<file path="config.mk">
export PLATFORM = sky130hd
export DESIGN_NAME = led_chase_monitor_flat
export DESIGN_NICKNAME = d
export VERILOG_FILES = /design/src/rtl/led_chase_monitor_if.sv /design/src/rtl/led_chase_monitor.sv /design/src/flat_wrapper.sv
export SDC_FILE = /design/constraint.sdc
export NUM_CORES = 1
export LEC_CHECK = 0
export CAP_MARGIN = 20
export CORE_MARGIN = 5
export CORE_UTILIZATION = 55
export DETAILED_ROUTE_END_ITERATION = 12
export PLACE_DENSITY = 0.84
export SYNTH_ARGS = -nofsm -noshare
export SYNTH_HDL_FRONTEND = slang
export SYNTH_SLANG_ARGS = --single-unit
</file>
<file path="constraint.sdc">
create_clock -name Clk -period 4.24 [get_ports Clk]
set_clock_uncertainty 0.2 [all_clocks]
set_input_delay 0.424 -clock Clk [delete_from_list [all_inputs] [get_ports Clk]]
set_output_delay 0.424 -clock Clk [all_outputs]
set_load 0.005 [all_outputs]
</file>
<file path="src/rtl/led_chase_monitor_if.sv">
// led_chase_monitor_if: LED chaser bus plus the monitor's status outputs.
interface led_chase_monitor_if #(parameter int COUNT_W = 16);
  logic [3:0] LEDS;
  logic Clear, Valid, Dir, DirFlip, Error, Stalled;
  logic [1:0] Position, ErrCode;
  logic [COUNT_W-1:0] StepCount;
  modport master (
    output LEDS, Clear,
    input Valid, Position, Dir, DirFlip, StepCount, Error, ErrCode, Stalled
  );
  modport slave (
    input LEDS, Clear,
    output Valid, Position, Dir, DirFlip, StepCount, Error, ErrCode, Stalled
  );
endinterface

</file>
<file path="src/rtl/led_chase_monitor.sv">
// led_chase_monitor: one-hot LED chaser checker (position, direction, steps, sticky error).
// Optional stall detector enabled by LED_CHASE_MONITOR_STALL_EN.
module led_chase_monitor #(
  parameter int COUNT_W = 16
`ifdef LED_CHASE_MONITOR_STALL_EN
  , parameter int STALL_CYCLES = 100000000
`endif
) (
  input logic Clk,
  input logic Reset_n,
  led_chase_monitor_if.slave bus
);
  typedef enum logic [1:0] {IDLE, TRACK, FAULT} state_e;
  state_e state_q, state_d;
  logic [3:0] sync1_q, sync2_q, prev_q;
  logic valid_q, valid_d, dir_q, dir_d, flip_q, flip_d, err_q, err_d, have_q, have_d;
  logic [1:0] pos_q, pos_d, code_q, code_d, s_pos, p_pos, delta;
  logic [COUNT_W-1:0] cnt_q, cnt_d;
  logic one_hot, same;
  assign one_hot = sync2_q inside {4'b0001, 4'b0010, 4'b0100, 4'b1000};
  assign same = sync2_q == prev_q;
  assign s_pos = {sync2_q[3] | sync2_q[2], sync2_q[3] | sync2_q[1]};
  assign p_pos = {prev_q[3] | prev_q[2], prev_q[3] | prev_q[1]};
  assign delta = s_pos - p_pos;
  always_comb begin
    state_d = state_q;
    valid_d = valid_q;
    pos_d = pos_q;
    dir_d = dir_q;
    flip_d = 1'b0;
    cnt_d = cnt_q;
    err_d = err_q;
    code_d = code_q;
    have_d = have_q;
    if (bus.Clear) begin
      state_d = IDLE;
      valid_d = 1'b0;
      err_d = 1'b0;
      code_d = 2'b00;
      cnt_d = '0;
      have_d = 1'b0;
    end else if (state_q == IDLE) begin
      if (one_hot) begin
        state_d = TRACK;
        valid_d = 1'b1;
        pos_d = s_pos;
      end
    end else if (state_q == TRACK) begin
      if (!same && !one_hot) begin
        state_d = FAULT;
        valid_d = 1'b0;
        err_d = 1'b1;
        code_d = 2'b01;
      end else if (!same) begin
        pos_d = s_pos;
        // delta 1 is ascending, 3 descending (mod-4 wrap), 2 a skipped LED
        if (delta == 2'd2) begin
          state_d = FAULT;
          err_d = 1'b1;
          code_d = 2'b10;
        end else begin
          dir_d = delta == 2'd1;
          flip_d = have_q && ((delta == 2'd1) != dir_q);
          have_d = 1'b1;
          cnt_d = &cnt_q ? cnt_q : cnt_q + 1'b1;
        end
      end
    end else begin
      valid_d = one_hot;
      pos_d = one_hot ? s_pos : pos_q;
    end
  end
  always_ff @(posedge Clk) begin
    if (!Reset_n) begin
      state_q <= IDLE;
      sync1_q <= '0;
      sync2_q <= '0;
      prev_q <= '0;
      valid_q <= 1'b0;
      pos_q <= 2'd0;
      dir_q <= 1'b1;
      flip_q <= 1'b0;
      cnt_q <= '0;
      err_q <= 1'b0;
      code_q <= 2'b00;
      have_q <= 1'b0;
    end else begin
      state_q <= state_d;
      sync1_q <= bus.LEDS;
      sync2_q <= sync1_q;
      prev_q <= sync2_q;
      valid_q <= valid_d;
      pos_q <= pos_d;
      dir_q <= dir_d;
      flip_q <= flip_d;
      cnt_q <= cnt_d;
      err_q <= err_d;
      code_q <= code_d;
      have_q <= have_d;
    end
  end
  assign bus.Valid = valid_q;
  assign bus.Position = pos_q;
  assign bus.Dir = dir_q;
  assign bus.DirFlip = flip_q;
  assign bus.StepCount = cnt_q;
  assign bus.Error = err_q;
  assign bus.ErrCode = code_q;
`ifdef LED_CHASE_MONITOR_STALL_EN
  localparam int SW = $clog2(STALL_CYCLES);
  localparam logic [SW-1:0] STALL_MAX = SW'(STALL_CYCLES - 1);
  logic [SW-1:0] stall_q, stall_d;
  logic stalled_q, stalled_d, hold;
  assign hold = !bus.Clear && state_q == TRACK && same;
  always_comb begin
    stall_d = hold ? (stall_q == STALL_MAX ? stall_q : stall_q + 1'b1) : '0;
    stalled_d = hold && stall_q == STALL_MAX;
  end
  always_ff @(posedge Clk) begin
    if (!Reset_n) begin
      stall_q <= '0;
      stalled_q <= 1'b0;
    end else begin
      stall_q <= stall_d;
      stalled_q <= stalled_d;
    end
  end
  assign bus.Stalled = stalled_q;
`else
  assign bus.Stalled = 1'b0;
`endif
endmodule

</file>
<file path="src/flat_wrapper.sv">
// flat-port wrapper written by rule: the top's interface ports become plain ports
module led_chase_monitor_flat 
#(
  parameter int COUNT_W = 16

)
  (Clk, Reset_n, bus_LEDS, bus_Clear, bus_Valid, bus_Position, bus_Dir, bus_DirFlip, bus_StepCount, bus_Error, bus_ErrCode, bus_Stalled);
  led_chase_monitor_if #(.COUNT_W(COUNT_W)) bus_i ();
  input logic Clk;
  input logic Reset_n;
  input wire logic [$bits(bus_i.LEDS)-1:0] bus_LEDS;
  input wire logic [$bits(bus_i.Clear)-1:0] bus_Clear;
  output wire logic [$bits(bus_i.Valid)-1:0] bus_Valid;
  output wire logic [$bits(bus_i.Position)-1:0] bus_Position;
  output wire logic [$bits(bus_i.Dir)-1:0] bus_Dir;
  output wire logic [$bits(bus_i.DirFlip)-1:0] bus_DirFlip;
  output wire logic [$bits(bus_i.StepCount)-1:0] bus_StepCount;
  output wire logic [$bits(bus_i.Error)-1:0] bus_Error;
  output wire logic [$bits(bus_i.ErrCode)-1:0] bus_ErrCode;
  output wire logic [$bits(bus_i.Stalled)-1:0] bus_Stalled;
  assign bus_i.LEDS = bus_LEDS;
  assign bus_i.Clear = bus_Clear;
  assign bus_Valid = bus_i.Valid;
  assign bus_Position = bus_i.Position;
  assign bus_Dir = bus_i.Dir;
  assign bus_DirFlip = bus_i.DirFlip;
  assign bus_StepCount = bus_i.StepCount;
  assign bus_Error = bus_i.Error;
  assign bus_ErrCode = bus_i.ErrCode;
  assign bus_Stalled = bus_i.Stalled;
  led_chase_monitor #(.COUNT_W(COUNT_W)) u_core (.Clk(Clk), .Reset_n(Reset_n), .bus(bus_i));
endmodule
</file>
# After elaboration in Yosys (flattened, before gate mapping)
# Index checks and enable logic that the tools add are counted.
[classes]
eq_ne = 15
mux = 19
bitwise_logic = 12
addsub = 2
n_reduce_logical = 19
[ops]
columns = ["cell", "n"]
rows = [
  ["2-bit two-way mux", 12],
  ["16-bit by 1-bit adder with 16-bit output (second input constant)", 1],
  ["16-bit AND reduction", 1],
  ["6-bit AND reduction", 2],
  ["1-bit NOT", 8],
  ["4-bit AND reduction", 2],
  ["1-bit two-way mux", 7],
  ["7-bit OR reduction", 1],
  ["3-bit by 2-bit inequality test with 1-bit output (second input constant)", 2],
  ["3-bit inequality test (second input constant)", 2],
  ["5-bit AND reduction", 1],
  ["2-bit by 1-bit == test with 1-bit output (second input constant)", 2],
  ["4-bit by 1-bit == test with 1-bit output (second input constant)", 1],
  ["4-bit by 2-bit == test with 1-bit output (second input constant)", 1],
  ["4-bit by 3-bit == test with 1-bit output (second input constant)", 1],
  ["4-bit == test", 1],
  ["4-bit == test (second input constant)", 1],
  ["1-bit OR", 4],
  ["2-bit nonzero test", 2],
  ["4-bit nonzero test", 1],
  ["3-bit AND reduction", 1],
  ["3-bit nonzero test", 1],
  ["2-bit == test (second input constant)", 1],
  ["1-bit logical AND", 2],
  ["8 further kinds", 9],
]
[totals]
output_inout_bits = 25
word_cells = 79
register_bits = 39

# Longest topological paths before layout
[logic_depth]
word_depth = 8
depth_mapped = 8

# Worst setup path after synthesis
# OpenSTA, ideal clock, no wires.
[synth_path]
kind = "register to register"
start = "register u_core.prev_q[1]"
end = "register u_core.cnt_q[8] (netlist: u_core.bus.StepCount[8])"
path_buffers = 1
path_slack_ns = 1.990
required_time_ns = 3.968
setup_time_ns = 0.072
path_stages_with_launch = 8
t_arrival_ns = 1.978
cell_sequence = "dfxtp_1 > or2_2 > ha_1 > xor3_1 > a21o_1 > buf_2 > nor4b_2 > mux2i_1"
[synth_via]
elab_chain_len = 5
elab_cells_between_ends = 10
classes_between = "add/sub (1); eq/ne (2); bitwise (4); reduce/logical (3)"
[synth_lines]
columns = ["element", "line_no", "source"]
rows = [
  ["start: declaration", "led_chase_monitor.sv:15", "logic [3:0] sync1_q, sync2_q, prev_q;"],
  ["start signal: assignment", "led_chase_monitor.sv:91", "prev_q <= sync2_q;"],
  ["1-bit OR or 4-bit == test (tied branches)", "led_chase_monitor.sv:23, led_chase_monitor.sv:21", ""],
  ["2-bit subtractor or 1-bit logical NOT (tied branches)", "led_chase_monitor.sv:24, led_chase_monitor.sv:49", ""],
  ["2-bit == test or 1-bit logical AND (tied branches)", "led_chase_monitor.sv:57, led_chase_monitor.sv:49", ""],
  ["1-bit NOT (no source line)", "n/a", ""],
  ["6-bit AND reduction (no source line) *", "n/a", ""],
  ["end signal: assignment", "led_chase_monitor.sv:96", "cnt_q <= cnt_d;"],
  ["end: declaration", "led_chase_monitor.sv:18", "logic [COUNT_W-1:0] cnt_q, cnt_d;"],
]
# Mark *: on every way between the ends. The rest lies on a longest branch, timed or not.
# A chain may end at the register's enable or synchronous reset.

# Final worst setup path
[layout_path]
start = "register u_core.state_q[0]"
end = "register u_core.cnt_q[8] (netlist: u_core.bus.StepCount[8])"
[layout_via]
elab_chain_len = 3
elab_cells_between_ends = 4
classes_between = "eq/ne (1); bitwise (1); reduce/logical (2)"
[layout_lines]
columns = ["element", "line_no", "source"]
rows = [
  ["start: declaration", "led_chase_monitor.sv:14", "state_e state_q, state_d;"],
  ["start signal: assignment", "led_chase_monitor.sv:88", "state_q <= state_d;"],
  ["2-bit logical NOT", "led_chase_monitor.sv:42", "end else if (state_q == IDLE) begin"],
  ["1-bit NOT (no source line)", "n/a", ""],
  ["6-bit AND reduction (no source line) *", "n/a", ""],
]
# Marked as above.

==> results.md <==
- Run status: complete, no violations
- Input/output buffers: 30
- Hold wc startpoint: u_core.have_q$_SDFFE_PP0P_
- CTS resizes: 0
- Vias in the first global route: approximately 1,400
- Leak pwr: around 0.87 nW
- Area delta synth->final: 18.65%
- CP endpoint kind: flop
- Setup TNS: 0 ns
- Drt first-iter violations: ~110
- F_max: between 300 and 400 MHz
- Ys async rst share: 0
- Hold_buf cts: 0
- Total Power: ~0.65 mW
- Worst Hold Depth: 2
- Synthesis Warnings: 0
- Top sig layer: met4
- Worst vdd ir: approximately 0.26 mV
- DRT Pass-1 Iters: 4
- Final global-route overflow total: 0
- I/O pin cnt: 32
- Worst Max-Slew Pin Slew: between 0.9 and 1 ns
- Initial Util: 0.5669
- Diode count: 0
- Slew Viols, Final: 0
- Post-synthesis instance total: about 210
- Initial antenna violation count: 0
- Routed len/inst: between 10 and 15 um
- Yosys reg bits: 39
- Clock buffer count from CTS: 5
- Reg-to-Reg End: u_core.bus.StepCount[8]$_SDFFE_PP0P_
- FF-to-FF setup slack: between 1.5 and 2 ns
- Seq/Total Area, Yosys: 0.4127
- Chip Width: just under 70 um
- CTS H-tree lvls: 2
- Die area: 0.004713 mm2
- All-layer global routing usage: 0.1788
- Period utilization: 0.5932
- Cell row count: 21
- Number of flops mapped to enable cells by yosys: 0
- Clk buf depth: 2
- Clk_lat worst skew: 0.35 ns
- Core area: 0.003337 mm2
- Die H: 68.65 um
- Tmin final: around 2.5 ns
- Net Count, Synth: roughly 220
- DR WL met3: roughly 180 um
- Drt total wl: around 3800 um
- RSZ-0062 raised after global routing: false
- Critical Path RT: about 4.3 ns
- Synth unique cells: 49
- FF+latch area: roughly 780 um2
- Vias per cell: 5.716
- Gpl congestion: about 0.8
- First-pass GRT wire length: 6389 um
- Critical path type: reg2reg
- Main synth FF type: dfxtp_1
- Syn Area/Cell: 8.840 um2
- PwrDens: between 200 and 300 mW/mm2
- Post-route ant nets: 0
- Commonest non-fill, non-tap cell in the layout: dfxtp_1
- Arr. time, crit path: 2.60 ns
- Commonest non-fill, non-tap cells in the layout: dfxtp_1 (39), clkdlybuf4s50_1 (30), nand2_1 (19), nor2_1 (18), and2_1 (17)
- CP Launch Point: u_core.state_q[0]$_SDFFE_PP0P_
- CTS tree: built
- Met2 WL: approximately 1700 um
- HP Class: reg2reg
- Final Hold Fails: 0
- Relative slew margins: 0.3677
- Final Setup Violations: 0
- Max-Cap Viols: 0
- # Post-CTS Setup Buffers: 0
- Placed wire-length estimate: between 2000 and 3000 um
- Clock root cell: clkbuf_4
- Metal-1 WL: 1806 um
- DRC viols: 0
- Worst Hold End: u_core.bus.DirFlip$_SDFF_PP0_
- Net total in the final layout: 247
- Clock transition at path regs: roughly 0.12 ns
- Total clock sinks: 39
- Crit start category: flop
- Synthesized cell area: around 0.0019 mm2
- Layout cells sized above 1: 0.08368
- R2r startpoint: u_core.state_q[0]$_SDFFE_PP0P_
- Vias: ~1,600
- Largest net degree at the start of global routing: 21
- Fillers: 303
- Area occupied by multi-input gates: 0.001026 mm2
- CP max FO: 14
- Worst r2r path cells: 6
==> how the worst max path moves through the flow <==
stage / end
finish: u_core.bus.StepCount[8]$_SDFFE_PP0P_
global route: u_core.bus.StepCount[8]$_SDFFE_PP0P_
CTS: u_core.bus.StepCount[8]$_SDFFE_PP0P_
detailed placement: u_core.bus.StepCount[6]$_SDFFE_PP0P_
global placement: u_core.bus.StepCount[7]$_SDFFE_PP0P_
floorplan: u_core.bus.StepCount[8]$_SDFFE_PP0P_
==> worst max-delay path, cell delays in order, from the launching register on <==
cell	delay, ns
dfxtp_1	0.36
nor2b_1	0.50
o41ai_1	0.19
buf_4	0.22
a21oi_2	0.45
nor4b_2	0.34
mux2i_1	0.20
==> logic make-up (layout without fill, tap and decap cells) <==
family                   after synthesis  after routing  share of synthesized area
flip-flops                            39             39                     0.4127
other                                  1              1                   0.001982
XOR/XNOR                               7              7                    0.04034
multiplexers                           5              5                    0.02712
AND/OR/NAND/NOR                       96             96                     0.2778
AO/OA/AOI/OAI                         47             47                     0.1819
adder cells (fa/ha/maj)                2              2                    0.01323
buffers and inverters                 17             42                    0.04497
==> through the flow <==
| stage | hold WS, ns | instance area (um2) | setup slack, ns | util | instances |
|---|---|---|---|---|---|
| 3_3_place_gp | 0.2126 | 2187 | 1.605 | 0.6554 | 277 |
| 4_1_cts | 0.2500 | 2245 | 1.733 | 0.6727 | 285 |
| 5_1_grt | 0.2745 | 2245 | 1.457 | 0.6727 | 285 |
| 6_report | 0.2464 | 2245 | 1.725 | 0.6727 | 285 |
| 3_5_place_dp | 0.2191 | 2187 | 1.556 | 0.6554 | 277 |
| 2_1_floorplan | 0.2119 | 1892 | 1.990 | - | 214 |
==> registers in the layout, summed over array words and instances, names as in the netlist <==
register              flops
u_core.bus.Dir            1
u_core.bus.DirFlip        1
u_core.bus.ErrCode        2
u_core.bus.Error          1
u_core.bus.Position       2
u_core.bus.StepCount     16
u_core.bus.Valid          1
u_core.have_q             1
u_core.prev_q             4
u_core.state_q            2
u_core.sync1_q            4
u_core.sync2_q            4
==> report_power, final <==
part	switching, mW	internal (mW)
Sequential	0.00597	0.374
Clock	0.129	0.0633
Combinational	0.0448	0.0312
==> metal layers <==
layer,global-route usage,up-vias
met1,0.2475,745
met4,0.08189,0
met2,0.2658,47
met5,0,-
li1,-,829
met3,0.03566,8
==> synth_stat cells, types with 2 or more instances <==
cell type / instances / area (um2)
ha_1: 2 / 25.02
nand3_1: 5 / 25.02
inv_1: 2 / 7.510
o31ai_1: 4 / 30.03
nor4_1: 5 / 31.28
and4_1: 3 / 26.28
and3_1: 3 / 18.77
xor2_1: 5 / 43.79
o21ai_0: 3 / 15.01
a31oi_1: 5 / 31.28
or4_1: 4 / 30.03
a211oi_1: 5 / 37.54
nor4b_1: 2 / 17.52
dfxtp_1: 39 / 780.8
nand2b_1: 2 / 12.51
a21o_1: 2 / 15.01
nand4_1: 4 / 25.02
buf_4: 2 / 15.01
or2_2: 6 / 37.54
o41ai_1: 2 / 17.52
a21oi_1: 10 / 50.05
mux2i_1: 4 / 40.04
and2_1: 17 / 106.4
o21a_1: 2 / 15.01
a41oi_1: 2 / 17.52
clkbuf_1: 7 / 26.28
buf_2: 5 / 25.02
nor2b_1: 2 / 12.51
nand2_1: 19 / 71.32
nor2_1: 18 / 67.56
nor3_1: 2 / 10.01
a41o_1: 4 / 40.04
==> final cells by class <==
type                            instances  share of cell area
Clock inverter                          3            0.008919
Timing Repair Buffer                   32              0.1405
Inverter                                2            0.003344
Clock buffer                            5             0.01672
Tap cell                               46             0.02564
Multi-Input combinational cell        158              0.4571
Sequential cell                        39              0.3478
(Power assumes the default switching activity.)
